$ cat config.mk
export PLATFORM = sky130hd
export DESIGN_NAME = cpu_control_flat
export DESIGN_NICKNAME = d
export VERILOG_FILES = /design/src/rtl/cpu_control_if.sv /design/src/rtl/cpu_control.sv /design/src/flat_wrapper.sv
export SDC_FILE = /design/constraint.sdc
export NUM_CORES = 1
export LEC_CHECK = 0
export CAP_MARGIN = 20
export CORE_UTILIZATION = 35
export DETAILED_ROUTE_END_ITERATION = 8
export GPL_ROUTABILITY_DRIVEN = 0
export MAX_ROUTING_LAYER = met4
export PLACE_DENSITY = 0.83
export SLEW_MARGIN = 20
export SYNTH_ARGS = -nofsm -noshare
export SYNTH_HDL_FRONTEND = slang
export SYNTH_SLANG_ARGS = --single-unit
$ cat constraint.sdc
create_clock -name clk -period 4.1 [get_ports clk]
set_input_delay 0.82 -clock clk [delete_from_list [all_inputs] [get_ports clk]]
set_output_delay 0.82 -clock clk [all_outputs]
set_load 0.02 [all_outputs]
$ cat src/rtl/cpu_control_if.sv
// Control bundle between the instruction sequencer and the CPU datapath.
// The sequencer (master) consumes the decoded instruction, the effective
// file address and the zero flag, and drives every per-cycle strobe.
interface cpu_control_if;
    logic [11:0] instruction_reg_out;
    logic [4:0]  reg_address;
    logic        zero_result;

    logic        load_instruction_reg;
    logic        skip_next_instruction;
    logic        inc_pc;
    logic        load_pc;
    logic [1:0]  pc_mux_select;
    logic        load_stack;
    logic        inc_stack;
    logic        dec_stack;
    logic        store_alu_w;
    logic        alu_in_select;
    logic        load_status_reg;
    logic        load_fsr;
    logic        reg_address_mux_select;
    logic        load_ram;
    logic        load_tris0;
    logic        load_tris1;
    logic        load_tris2;
    logic        load_gpio0;
    logic        load_gpio1;
    logic        load_gpio2;
    logic        halted;

    modport master (
        input  instruction_reg_out, reg_address, zero_result,
        output load_instruction_reg, skip_next_instruction, inc_pc, load_pc,
               pc_mux_select, load_stack, inc_stack, dec_stack, store_alu_w,
               alu_in_select, load_status_reg, load_fsr, reg_address_mux_select,
               load_ram, load_tris0, load_tris1, load_tris2,
               load_gpio0, load_gpio1, load_gpio2, halted
    );

    modport slave (
        output instruction_reg_out, reg_address, zero_result,
        input  load_instruction_reg, skip_next_instruction, inc_pc, load_pc,
               pc_mux_select, load_stack, inc_stack, dec_stack, store_alu_w,
               alu_in_select, load_status_reg, load_fsr, reg_address_mux_select,
               load_ram, load_tris0, load_tris1, load_tris2,
               load_gpio0, load_gpio1, load_gpio2, halted
    );
endinterface

$ cat src/rtl/cpu_control.sv
// Instruction sequencer for the PIC10-compatible core.
// Every instruction runs Q1 (fetch) -> Q2 -> Q3 -> Q4 (write); SLEEP parks the
// core in HALT until reset. Strobes are combinational from the phase, the
// instruction register, the effective file address and the skip flag.
module cpu_control (
    input  logic          clk,
    input  logic          rst,
    cpu_control_if.master bus
);

    typedef enum logic [2:0] {
        Q1   = 3'd0,
        Q2   = 3'd1,
        Q3   = 3'd2,
        Q4   = 3'd3,
        HALT = 3'd4
    } state_t;

    state_t      state_r;
    state_t      state_next_s;
    logic        skip_r;

    logic [11:0] instr_s;
    logic [3:0]  byte_op_s;
    logic        is_file_s;
    logic        indirect_s;
    logic        is_sleep_s;
    logic        file_wr_s;
    logic        store_w_s;
    logic        flag_op_s;
    logic        skip_set_s;
    logic        tris0_s, tris1_s, tris2_s;
    logic        goto_s, call_s, retlw_s;

    // Instruction decode: which Q4 writes this opcode wants, independent of phase.
    always_comb begin
        instr_s    = bus.instruction_reg_out;
        byte_op_s  = instr_s[9:6];
        is_file_s  = (instr_s >= 12'h020) && (instr_s <= 12'h7FF);
        indirect_s = is_file_s && (instr_s[4:0] == 5'd0);
        is_sleep_s = (instr_s == 12'h003);
        tris0_s    = (instr_s == 12'h005);
        tris1_s    = (instr_s == 12'h006);
        tris2_s    = (instr_s == 12'h007);
        file_wr_s  = 1'b0;
        store_w_s  = 1'b0;
        flag_op_s  = 1'b0;
        skip_set_s = 1'b0;
        goto_s     = 1'b0;
        call_s     = 1'b0;
        retlw_s    = 1'b0;
        casez (instr_s)
            12'b0000_001?_????: file_wr_s = 1'b1;                        // MOVWF
            12'b0000_0100_0000: begin store_w_s = 1'b1; flag_op_s = 1'b1; end  // CLRW
            12'b0000_011?_????: begin file_wr_s = 1'b1; flag_op_s = 1'b1; end  // CLRF
            12'b0000_1???_????,
            12'b0001_????_????,
            12'b0010_????_????,
            12'b0011_????_????: begin                                     // byte ops
                if (instr_s[5]) begin
                    file_wr_s = 1'b1;
                end else begin
                    store_w_s = 1'b1;
                end
                // DECFSZ, SWAPF and INCFSZ leave STATUS alone
                flag_op_s  = !((byte_op_s == 4'b1011) || (byte_op_s == 4'b1110) ||
                               (byte_op_s == 4'b1111));
                skip_set_s = ((byte_op_s == 4'b1011) || (byte_op_s == 4'b1111)) && bus.zero_result;
            end
            12'b010?_????_????: file_wr_s  = 1'b1;                       // BCF / BSF
            12'b0110_????_????: skip_set_s = bus.zero_result;           // BTFSC
            12'b0111_????_????: skip_set_s = !bus.zero_result;          // BTFSS
            12'b1000_????_????: begin retlw_s = 1'b1; store_w_s = 1'b1; end     // RETLW
            12'b1001_????_????: call_s = 1'b1;                          // CALL
            12'b101?_????_????: goto_s = 1'b1;                          // GOTO
            12'b1100_????_????: store_w_s = 1'b1;                       // MOVLW
            12'b1101_????_????,
            12'b111?_????_????: begin store_w_s = 1'b1; flag_op_s = 1'b1; end  // IORLW/ANDLW/XORLW
            default: file_wr_s = 1'b0;                                   // NOP, OPTION, CLRWDT, undefined
        endcase
    end

    // Phase sequencing and strobe generation; everything is held at 0 in reset.
    always_comb begin
        state_next_s               = state_r;
        bus.load_instruction_reg   = 1'b0;
        bus.skip_next_instruction  = 1'b0;
        bus.inc_pc                 = 1'b0;
        bus.load_pc                = 1'b0;
        bus.pc_mux_select          = 2'b00;
        bus.load_stack             = 1'b0;
        bus.inc_stack              = 1'b0;
        bus.dec_stack              = 1'b0;
        bus.store_alu_w            = 1'b0;
        bus.alu_in_select          = 1'b0;
        bus.load_status_reg        = 1'b0;
        bus.load_fsr               = 1'b0;
        bus.reg_address_mux_select = 1'b0;
        bus.load_ram               = 1'b0;
        bus.load_tris0             = 1'b0;
        bus.load_tris1             = 1'b0;
        bus.load_tris2             = 1'b0;
        bus.load_gpio0             = 1'b0;
        bus.load_gpio1             = 1'b0;
        bus.load_gpio2             = 1'b0;
        bus.halted                 = 1'b0;
        if (rst) begin
            case (state_r)
                Q1: begin
                    bus.load_instruction_reg  = 1'b1;
                    bus.inc_pc                = 1'b1;
                    bus.skip_next_instruction = skip_r;
                    state_next_s              = Q2;
                end
                Q2, Q3: begin
                    bus.alu_in_select          = is_file_s;
                    bus.reg_address_mux_select = indirect_s;
                    state_next_s               = (state_r == Q2) ? Q3 : Q4;
                end
                Q4: begin
                    bus.alu_in_select          = is_file_s;
                    bus.reg_address_mux_select = indirect_s;
                    bus.store_alu_w            = store_w_s;
                    bus.load_status_reg        = flag_op_s || (file_wr_s && (bus.reg_address == 5'd3));
                    bus.load_fsr               = file_wr_s && (bus.reg_address == 5'd4);
                    bus.load_gpio0             = file_wr_s && (bus.reg_address == 5'd5);
                    bus.load_gpio1             = file_wr_s && (bus.reg_address == 5'd6);
                    bus.load_gpio2             = file_wr_s && (bus.reg_address == 5'd7);
                    bus.load_ram               = file_wr_s && (bus.reg_address >= 5'd8);
                    bus.load_tris0             = tris0_s;
                    bus.load_tris1             = tris1_s;
                    bus.load_tris2             = tris2_s;
                    bus.load_stack             = call_s;
                    bus.inc_stack              = call_s;
                    bus.dec_stack              = retlw_s;
                    bus.load_pc                = goto_s || call_s || retlw_s ||
                                                 (file_wr_s && (bus.reg_address == 5'd2));
                    case (1'b1)
                        call_s:  bus.pc_mux_select = 2'b01;
                        retlw_s: bus.pc_mux_select = 2'b10;
                        goto_s:  bus.pc_mux_select = 2'b00;
                        default: bus.pc_mux_select = (file_wr_s && (bus.reg_address == 5'd2)) ? 2'b11 : 2'b00;
                    endcase
                    state_next_s = is_sleep_s ? HALT : Q1;
                end
                HALT: begin
                    bus.halted   = 1'b1;
                    state_next_s = HALT;
                end
                default: state_next_s = Q1;
            endcase
        end else begin
            state_next_s = Q1;
        end
    end

    // Phase register and skip flag (set at Q4 by skip ops, cleared after Q1).
    always_ff @(posedge clk) begin
        if (!rst) begin
            state_r <= Q1;
            skip_r  <= 1'b0;
        end else begin
            state_r <= state_next_s;
            case (state_r)
                Q4:      skip_r <= skip_set_s;
                Q1:      skip_r <= 1'b0;
                default: skip_r <= skip_r;
            endcase
        end
    end

endmodule
$ cat src/flat_wrapper.sv
// flat-port wrapper written by rule: the top's interface ports become plain ports
module cpu_control_flat 
  (clk, rst, bus_instruction_reg_out, bus_reg_address, bus_zero_result, bus_load_instruction_reg, bus_skip_next_instruction, bus_inc_pc, bus_load_pc, bus_pc_mux_select, bus_load_stack, bus_inc_stack, bus_dec_stack, bus_store_alu_w, bus_alu_in_select, bus_load_status_reg, bus_load_fsr, bus_reg_address_mux_select, bus_load_ram, bus_load_tris0, bus_load_tris1, bus_load_tris2, bus_load_gpio0, bus_load_gpio1, bus_load_gpio2, bus_halted);
  cpu_control_if bus_i ();
  input  logic clk;
  input  logic rst;
  input wire logic [$bits(bus_i.instruction_reg_out)-1:0] bus_instruction_reg_out;
  input wire logic [$bits(bus_i.reg_address)-1:0] bus_reg_address;
  input wire logic [$bits(bus_i.zero_result)-1:0] bus_zero_result;
  output wire logic [$bits(bus_i.load_instruction_reg)-1:0] bus_load_instruction_reg;
  output wire logic [$bits(bus_i.skip_next_instruction)-1:0] bus_skip_next_instruction;
  output wire logic [$bits(bus_i.inc_pc)-1:0] bus_inc_pc;
  output wire logic [$bits(bus_i.load_pc)-1:0] bus_load_pc;
  output wire logic [$bits(bus_i.pc_mux_select)-1:0] bus_pc_mux_select;
  output wire logic [$bits(bus_i.load_stack)-1:0] bus_load_stack;
  output wire logic [$bits(bus_i.inc_stack)-1:0] bus_inc_stack;
  output wire logic [$bits(bus_i.dec_stack)-1:0] bus_dec_stack;
  output wire logic [$bits(bus_i.store_alu_w)-1:0] bus_store_alu_w;
  output wire logic [$bits(bus_i.alu_in_select)-1:0] bus_alu_in_select;
  output wire logic [$bits(bus_i.load_status_reg)-1:0] bus_load_status_reg;
  output wire logic [$bits(bus_i.load_fsr)-1:0] bus_load_fsr;
  output wire logic [$bits(bus_i.reg_address_mux_select)-1:0] bus_reg_address_mux_select;
  output wire logic [$bits(bus_i.load_ram)-1:0] bus_load_ram;
  output wire logic [$bits(bus_i.load_tris0)-1:0] bus_load_tris0;
  output wire logic [$bits(bus_i.load_tris1)-1:0] bus_load_tris1;
  output wire logic [$bits(bus_i.load_tris2)-1:0] bus_load_tris2;
  output wire logic [$bits(bus_i.load_gpio0)-1:0] bus_load_gpio0;
  output wire logic [$bits(bus_i.load_gpio1)-1:0] bus_load_gpio1;
  output wire logic [$bits(bus_i.load_gpio2)-1:0] bus_load_gpio2;
  output wire logic [$bits(bus_i.halted)-1:0] bus_halted;
  assign bus_i.instruction_reg_out = bus_instruction_reg_out;
  assign bus_i.reg_address = bus_reg_address;
  assign bus_i.zero_result = bus_zero_result;
  assign bus_load_instruction_reg = bus_i.load_instruction_reg;
  assign bus_skip_next_instruction = bus_i.skip_next_instruction;
  assign bus_inc_pc = bus_i.inc_pc;
  assign bus_load_pc = bus_i.load_pc;
  assign bus_pc_mux_select = bus_i.pc_mux_select;
  assign bus_load_stack = bus_i.load_stack;
  assign bus_inc_stack = bus_i.inc_stack;
  assign bus_dec_stack = bus_i.dec_stack;
  assign bus_store_alu_w = bus_i.store_alu_w;
  assign bus_alu_in_select = bus_i.alu_in_select;
  assign bus_load_status_reg = bus_i.load_status_reg;
  assign bus_load_fsr = bus_i.load_fsr;
  assign bus_reg_address_mux_select = bus_i.reg_address_mux_select;
  assign bus_load_ram = bus_i.load_ram;
  assign bus_load_tris0 = bus_i.load_tris0;
  assign bus_load_tris1 = bus_i.load_tris1;
  assign bus_load_tris2 = bus_i.load_tris2;
  assign bus_load_gpio0 = bus_i.load_gpio0;
  assign bus_load_gpio1 = bus_i.load_gpio1;
  assign bus_load_gpio2 = bus_i.load_gpio2;
  assign bus_halted = bus_i.halted;
  cpu_control u_core (.clk(clk), .rst(rst), .bus(bus_i));
endmodule
Word-level counts from Yosys, hierarchy flattened
Cells that the tools add are included.
- eq/ne operators: 33
- magnitude comparators: 3
- muxes and demuxes: 55
- reductions and logical operators: 28
- operator list (operator ; count):
    two-way mux 1 bit ; 42
    equality test 12 x 3 -> 1 bit (second input constant) ; 3
    equality test 4 bit (second input constant) ; 7
    equality test 5 x 3 -> 1 bit (second input constant) ; 4
    equality test 12 x 2 -> 1 bit (second input constant) ; 1
    equality test 12 x 7 -> 1 bit (second input constant) ; 1
    >= comparator 12 x 6 -> 1 bit (second input constant) ; 1
    less-or-equal comparator 12 x 11 -> 1 bit (second input constant) ; 1
    two-way mux 2 bit ; 6
    one-hot mux 3 bit (4 select lines) ; 1
    equality test 5 x 2 -> 1 bit (second input constant) ; 2
    logical AND 1 bit ; 10
    equality test 3 x 2 -> 1 bit (second input constant) ; 3
    equality test 3 bit (second input constant) ; 3
    equality test 4 x 2 -> 1 bit (second input constant) ; 2
    equality test 4 x 3 -> 1 bit (second input constant) ; 2
    one-hot mux 1 bit (2 select lines) ; 4
    OR reduction 4 bit ; 2
    equality test 7 x 1 -> 1 bit (second input constant) ; 1
    equality test 7 x 2 -> 1 bit (second input constant) ; 1
    logical OR 1 bit ; 7
    OR reduction 3 bit ; 2
    equality test 5 x 1 -> 1 bit (second input constant) ; 1
    >= comparator 5 x 4 -> 1 bit (second input constant) ; 1
    other kinds (10) ; 11
- output and inout bits: 22
- input bits: 20
- logic and storage cells: 121
- bits in registers: 4

Logic depth before layout (Yosys ltp)
- depth in word-level cells: 10
- depth in mapped cells: 5
- gate-level depth less buffers: 4

Least setup slack after synthesis
No wires, ideal clock.
- path type: input -> output
- start point: input port bus_instruction_reg_out[11]
- end point: output port bus_reg_address_mux_select
- path buffers: 1
- path slack: 1.030 ns
- cell stages on the path: 5
- data arrival time: 2.250 ns
- cells stage by stage: clkbuf_1 > nor2_1 > nor4b_4 > nor4_1 > and2_1
- word-level cells in the longest chain between the ends: 5
- elaborated cells on any way between the ends: 6
- classes of those cells: order compare (2); mux (2); reduce/logical (2)
- ends and longest elaborated chain (element ; line ; text):
    start, declared ; flat_wrapper.sv:7 ; input wire logic [$bits(bus_i.instruction_reg_out)-1:0] bus_instruction_reg_out;
    >= comparator 12 x 6 -> 1 bit / less-or-equal comparator 12 x 11 -> 1 bit (equally long branches) ; cpu_control.sv:39 ; is_file_s = (instr_s >= 12'h020) && (instr_s <= 12'h7FF);
    logical AND 1 bit (*) ; cpu_control.sv:39 ;
    logical AND 1 bit (*) ; cpu_control.sv:40 ; indirect_s = is_file_s && (instr_s[4:0] == 5'd0);
    two-way mux 1 bit (*) ; cpu_control.sv:108 ; case (state_r)
    two-way mux 1 bit (*) ; cpu_control.sv:107 ; if (rst) begin
    end, declared ; flat_wrapper.sv:22 ; output wire logic [$bits(bus_i.reg_address_mux_select)-1:0] bus_reg_address_mux_select;
Mark *: on every way between the ends. The rest lies on a longest branch, timed or not.

Worst setup path in the final report
- start point: input port bus_instruction_reg_out[8]
- end point: output port bus_load_tris1
- word-level cells in the longest chain between the ends: 3
- ends and longest elaborated chain (element ; line ; text):
    equality test 12 x 3 -> 1 bit ; cpu_control.sv:43 ; tris1_s = (instr_s == 12'h006);
    two-way mux 1 bit ; cpu_control.sv:108 ;
    two-way mux 1 bit ; cpu_control.sv:107 ;
    end, declared ; flat_wrapper.sv:25 ; output wire logic [$bits(bus_i.load_tris1)-1:0] bus_load_tris1;
Every way passes these cells.

==> flow_metrics.env <==
export IMPL_grt_overflow=0
export IMPL_synth_edff_count=0
export IMPL_postSynth_asyncResetShare_pct=0
export IMPL_drc=0
export IMPL_grt_use_total_pct=19.9
export IMPL_peakVddDrop_uv=98.8
export IMPL_coreArea_um2=1380
export IMPL_yosysWarnings=0
export IMPL_cts_tree="yes"
export IMPL_min_delay_path_depth=1
export IMPL_synth_nets=104
export IMPL_h_tree_depth=1
export IMPL_p_leak_nw=0.349
export IMPL_dp_cells=135
export IMPL_clock_latency_ns=0.23
export IMPL_grt_pass1_wl_mm=2.69
export IMPL_place_detailed_hpwl_mm=1.30
export IMPL_ys_seq_area_share_pct=14.5
export IMPL_numCtsBuffers=3
export IMPL_min_from="u_core.state_r[0]$_SDFF_PN0_"
export IMPL_stdcell_area_um2=975
export IMPL_antennaDiodeCount=0
export IMPL_crit_path_start_kind="input port"
export IMPL_routedWlPerCell_um=11.8
export IMPL_pin_count=42
export IMPL_antenna_found_initial=0
export IMPL_timing_setup_tns_ns=0
export IMPL_arrival_ns=3.09
export IMPL_die_w_um=41.7
export IMPL_area_growth_synth_to_final_pct=77.0
export IMPL_ys_flop_type="dfxtp_1"
export IMPL_finalSetupViolations=0
export IMPL_syn_avg_cell_area_um2=6.55
export IMPL_vias=732
export IMPL_hold_violations=0
export IMPL_cts_sinks=4
export IMPL_r2r_end="u_core.skip_r$_SDFFE_PN0P_"
export IMPL_crit_type="in2out"
export IMPL_rr_startpoint="u_core.state_r[0]$_SDFF_PN0_"
export IMPL_wl_mm=1.63
export IMPL_seqCellArea_um2=80.1
export IMPL_power_density_nw_per_um2=154
export IMPL_synth_area_um2=551
export IMPL_fin_skew_ns=0.00116
export IMPL_tightest_slew_ns=0.510
export IMPL_drtIter0Drc=7
export IMPL_hold_path_end="u_core.state_r[0]$_SDFF_PN0_"
export IMPL_io_buffers=41
export IMPL_cap_violations=0
export IMPL_grt_max_degree=11
export IMPL_clk_pin_slew_ns=0.04
export IMPL_synth_seq_cells=4
export IMPL_multi_input_area_um2=432
export IMPL_layout_drive_gt1_share_pct=7.32
export IMPL_synth_cell_type_count=32
export IMPL_worstPathMaxFanout=6
export IMPL_grt_pass1_vias=651
export IMPL_viasPerCell=5.30
export IMPL_start_util_pct=39.8
export IMPL_cts_root_buf="clkbuf_4"
export IMPL_outcome="completed"
export IMPL_cts_max_path_buffers=2
export IMPL_fmax_mhz=256
export IMPL_dieArea_um2=1740
export IMPL_postSynthCellCount=84
export IMPL_hold_path_class="reg2reg"
export IMPL_stdcell_count=138
export IMPL_drt_pre_antenna_iters=4
export IMPL_row_count=13
export IMPL_ant_nets=0
export IMPL_power_mw=0.150
export IMPL_rsz0062_at_grt="no"
export IMPL_period_share_pct=95.3
export IMPL_fill_cells=127
export IMPL_r2r_slack_ns=2.88
export IMPL_pre_cts_slack_ns=0.187
export IMPL_cp_required_ns=3.28
export IMPL_worstSetupEndpointType="output port"
export IMPL_die_h_um=41.7
export IMPL_finalMaxSlewViolations=0
export IMPL_dpl_instance_area_um2=952
export IMPL_layout_setup_ws_ns=0.193
export IMPL_maxSlewHeadroom_pct=65.5
export IMPL_fin_nets=145
export IMPL_post_cts_resized=0
export IMPL_cts_hold_buffers=0
export IMPL_postCtsSetupBuffers=0
export IMPL_period_needed_ns=3.91
export IMPL_reg2reg_depth=4
-- cells by family (layout without fill, tap and decap cells) --
group           count (synthesis)  count (layout)  synth area share [%]
compound gates                 16              16                  18.0
buf+inv                         8              47                  7.04
xor+xnor                        1               1                  1.59
flops                           4               4                  14.5
simple gates                   55              55                  58.9
-- layout by cell type, fill, tap and decap left out, types with 4 or more instances in the layout --
cell / instances
clkdlybuf4s50_1: 41
nand2_1: 8
nor2_1: 18
dfxtp_1: 4
nand2b_1: 4
a21oi_1: 7
nor3_1: 4
-- layer usage --
layer  share of wire (%)  global-route usage, %  up-vias
li1                    -                      -      380
met1                  47                   26.4      319
met2                  45                   31.6       33
met3                 7.3                   3.91        0
met4                   0                   3.87        0
met5                   0                      -        -
-- worst max-delay path, cell delays in order --
cell and delay, ns:
clkdlybuf4s50_1 0.50, or3_4 0.44, nor4b_4 0.29, nand4_2 0.19, nor3b_2 0.23, clkdlybuf4s50_1 0.63
-- Yosys cell counts, types with 2 or more instances --
cell type  count  area [µm²]
nor3_1         4        20.0
dfxtp_1        4        80.1
a21oi_1        7        35.0
clkbuf_1       2        7.51
and2_1         2        12.5
inv_1          3        11.3
buf_4          2        15.0
o21ai_0        3        15.0
nand3b_1       2        15.0
nand2b_1       4        25.0
nand4b_1       2        17.5
nor2_1        18        67.6
nand2_1        8        30.0
nand4_1        3        18.8
nor3b_2        2        25.0
nand3_1        2        10.0
-- flip-flops by register name, indices dropped and copies added (netlist names) --
name and count:
u_core.skip_r 1, u_core.state_r 3
-- area by class of cell --
cell class                 instances  area share [%]
multi-input combinational         72            44.3
clock buffer                       3            2.31
timing repair buffer              41            42.1
inverter                           3            1.16
tap                               15            1.93
sequential                         4            8.22
-- power by group --
group,internal [mW],switching (mW)
combinational,0.0305,0.0278
clock,0.0327,0.0151
sequential,0.0410,0.00271
-- worst max-delay path by stage --
stage | startpoint | end | cells after the start
5_1_grt | bus_instruction_reg_out[8] | bus_load_tris1 | 6
6_report | bus_instruction_reg_out[8] | bus_load_tris1 | 6
4_1_cts | bus_instruction_reg_out[8] | bus_load_tris1 | 6
2_1_floorplan | bus_instruction_reg_out[11] | bus_reg_address_mux_select | 5
3_3_place_gp | bus_instruction_reg_out[8] | bus_load_tris1 | 6
3_5_place_dp | bus_instruction_reg_out[8] | bus_load_tris1 | 6
-- through the flow --
step	utilization, %	hold WS (ns)
global placement	68.9	0.487
finish	70.5	0.495
floorplan	-	0.538
CTS	70.5	0.498
detailed placement	68.9	0.489
global route	70.5	0.545
(Power assumes the default switching activity.)
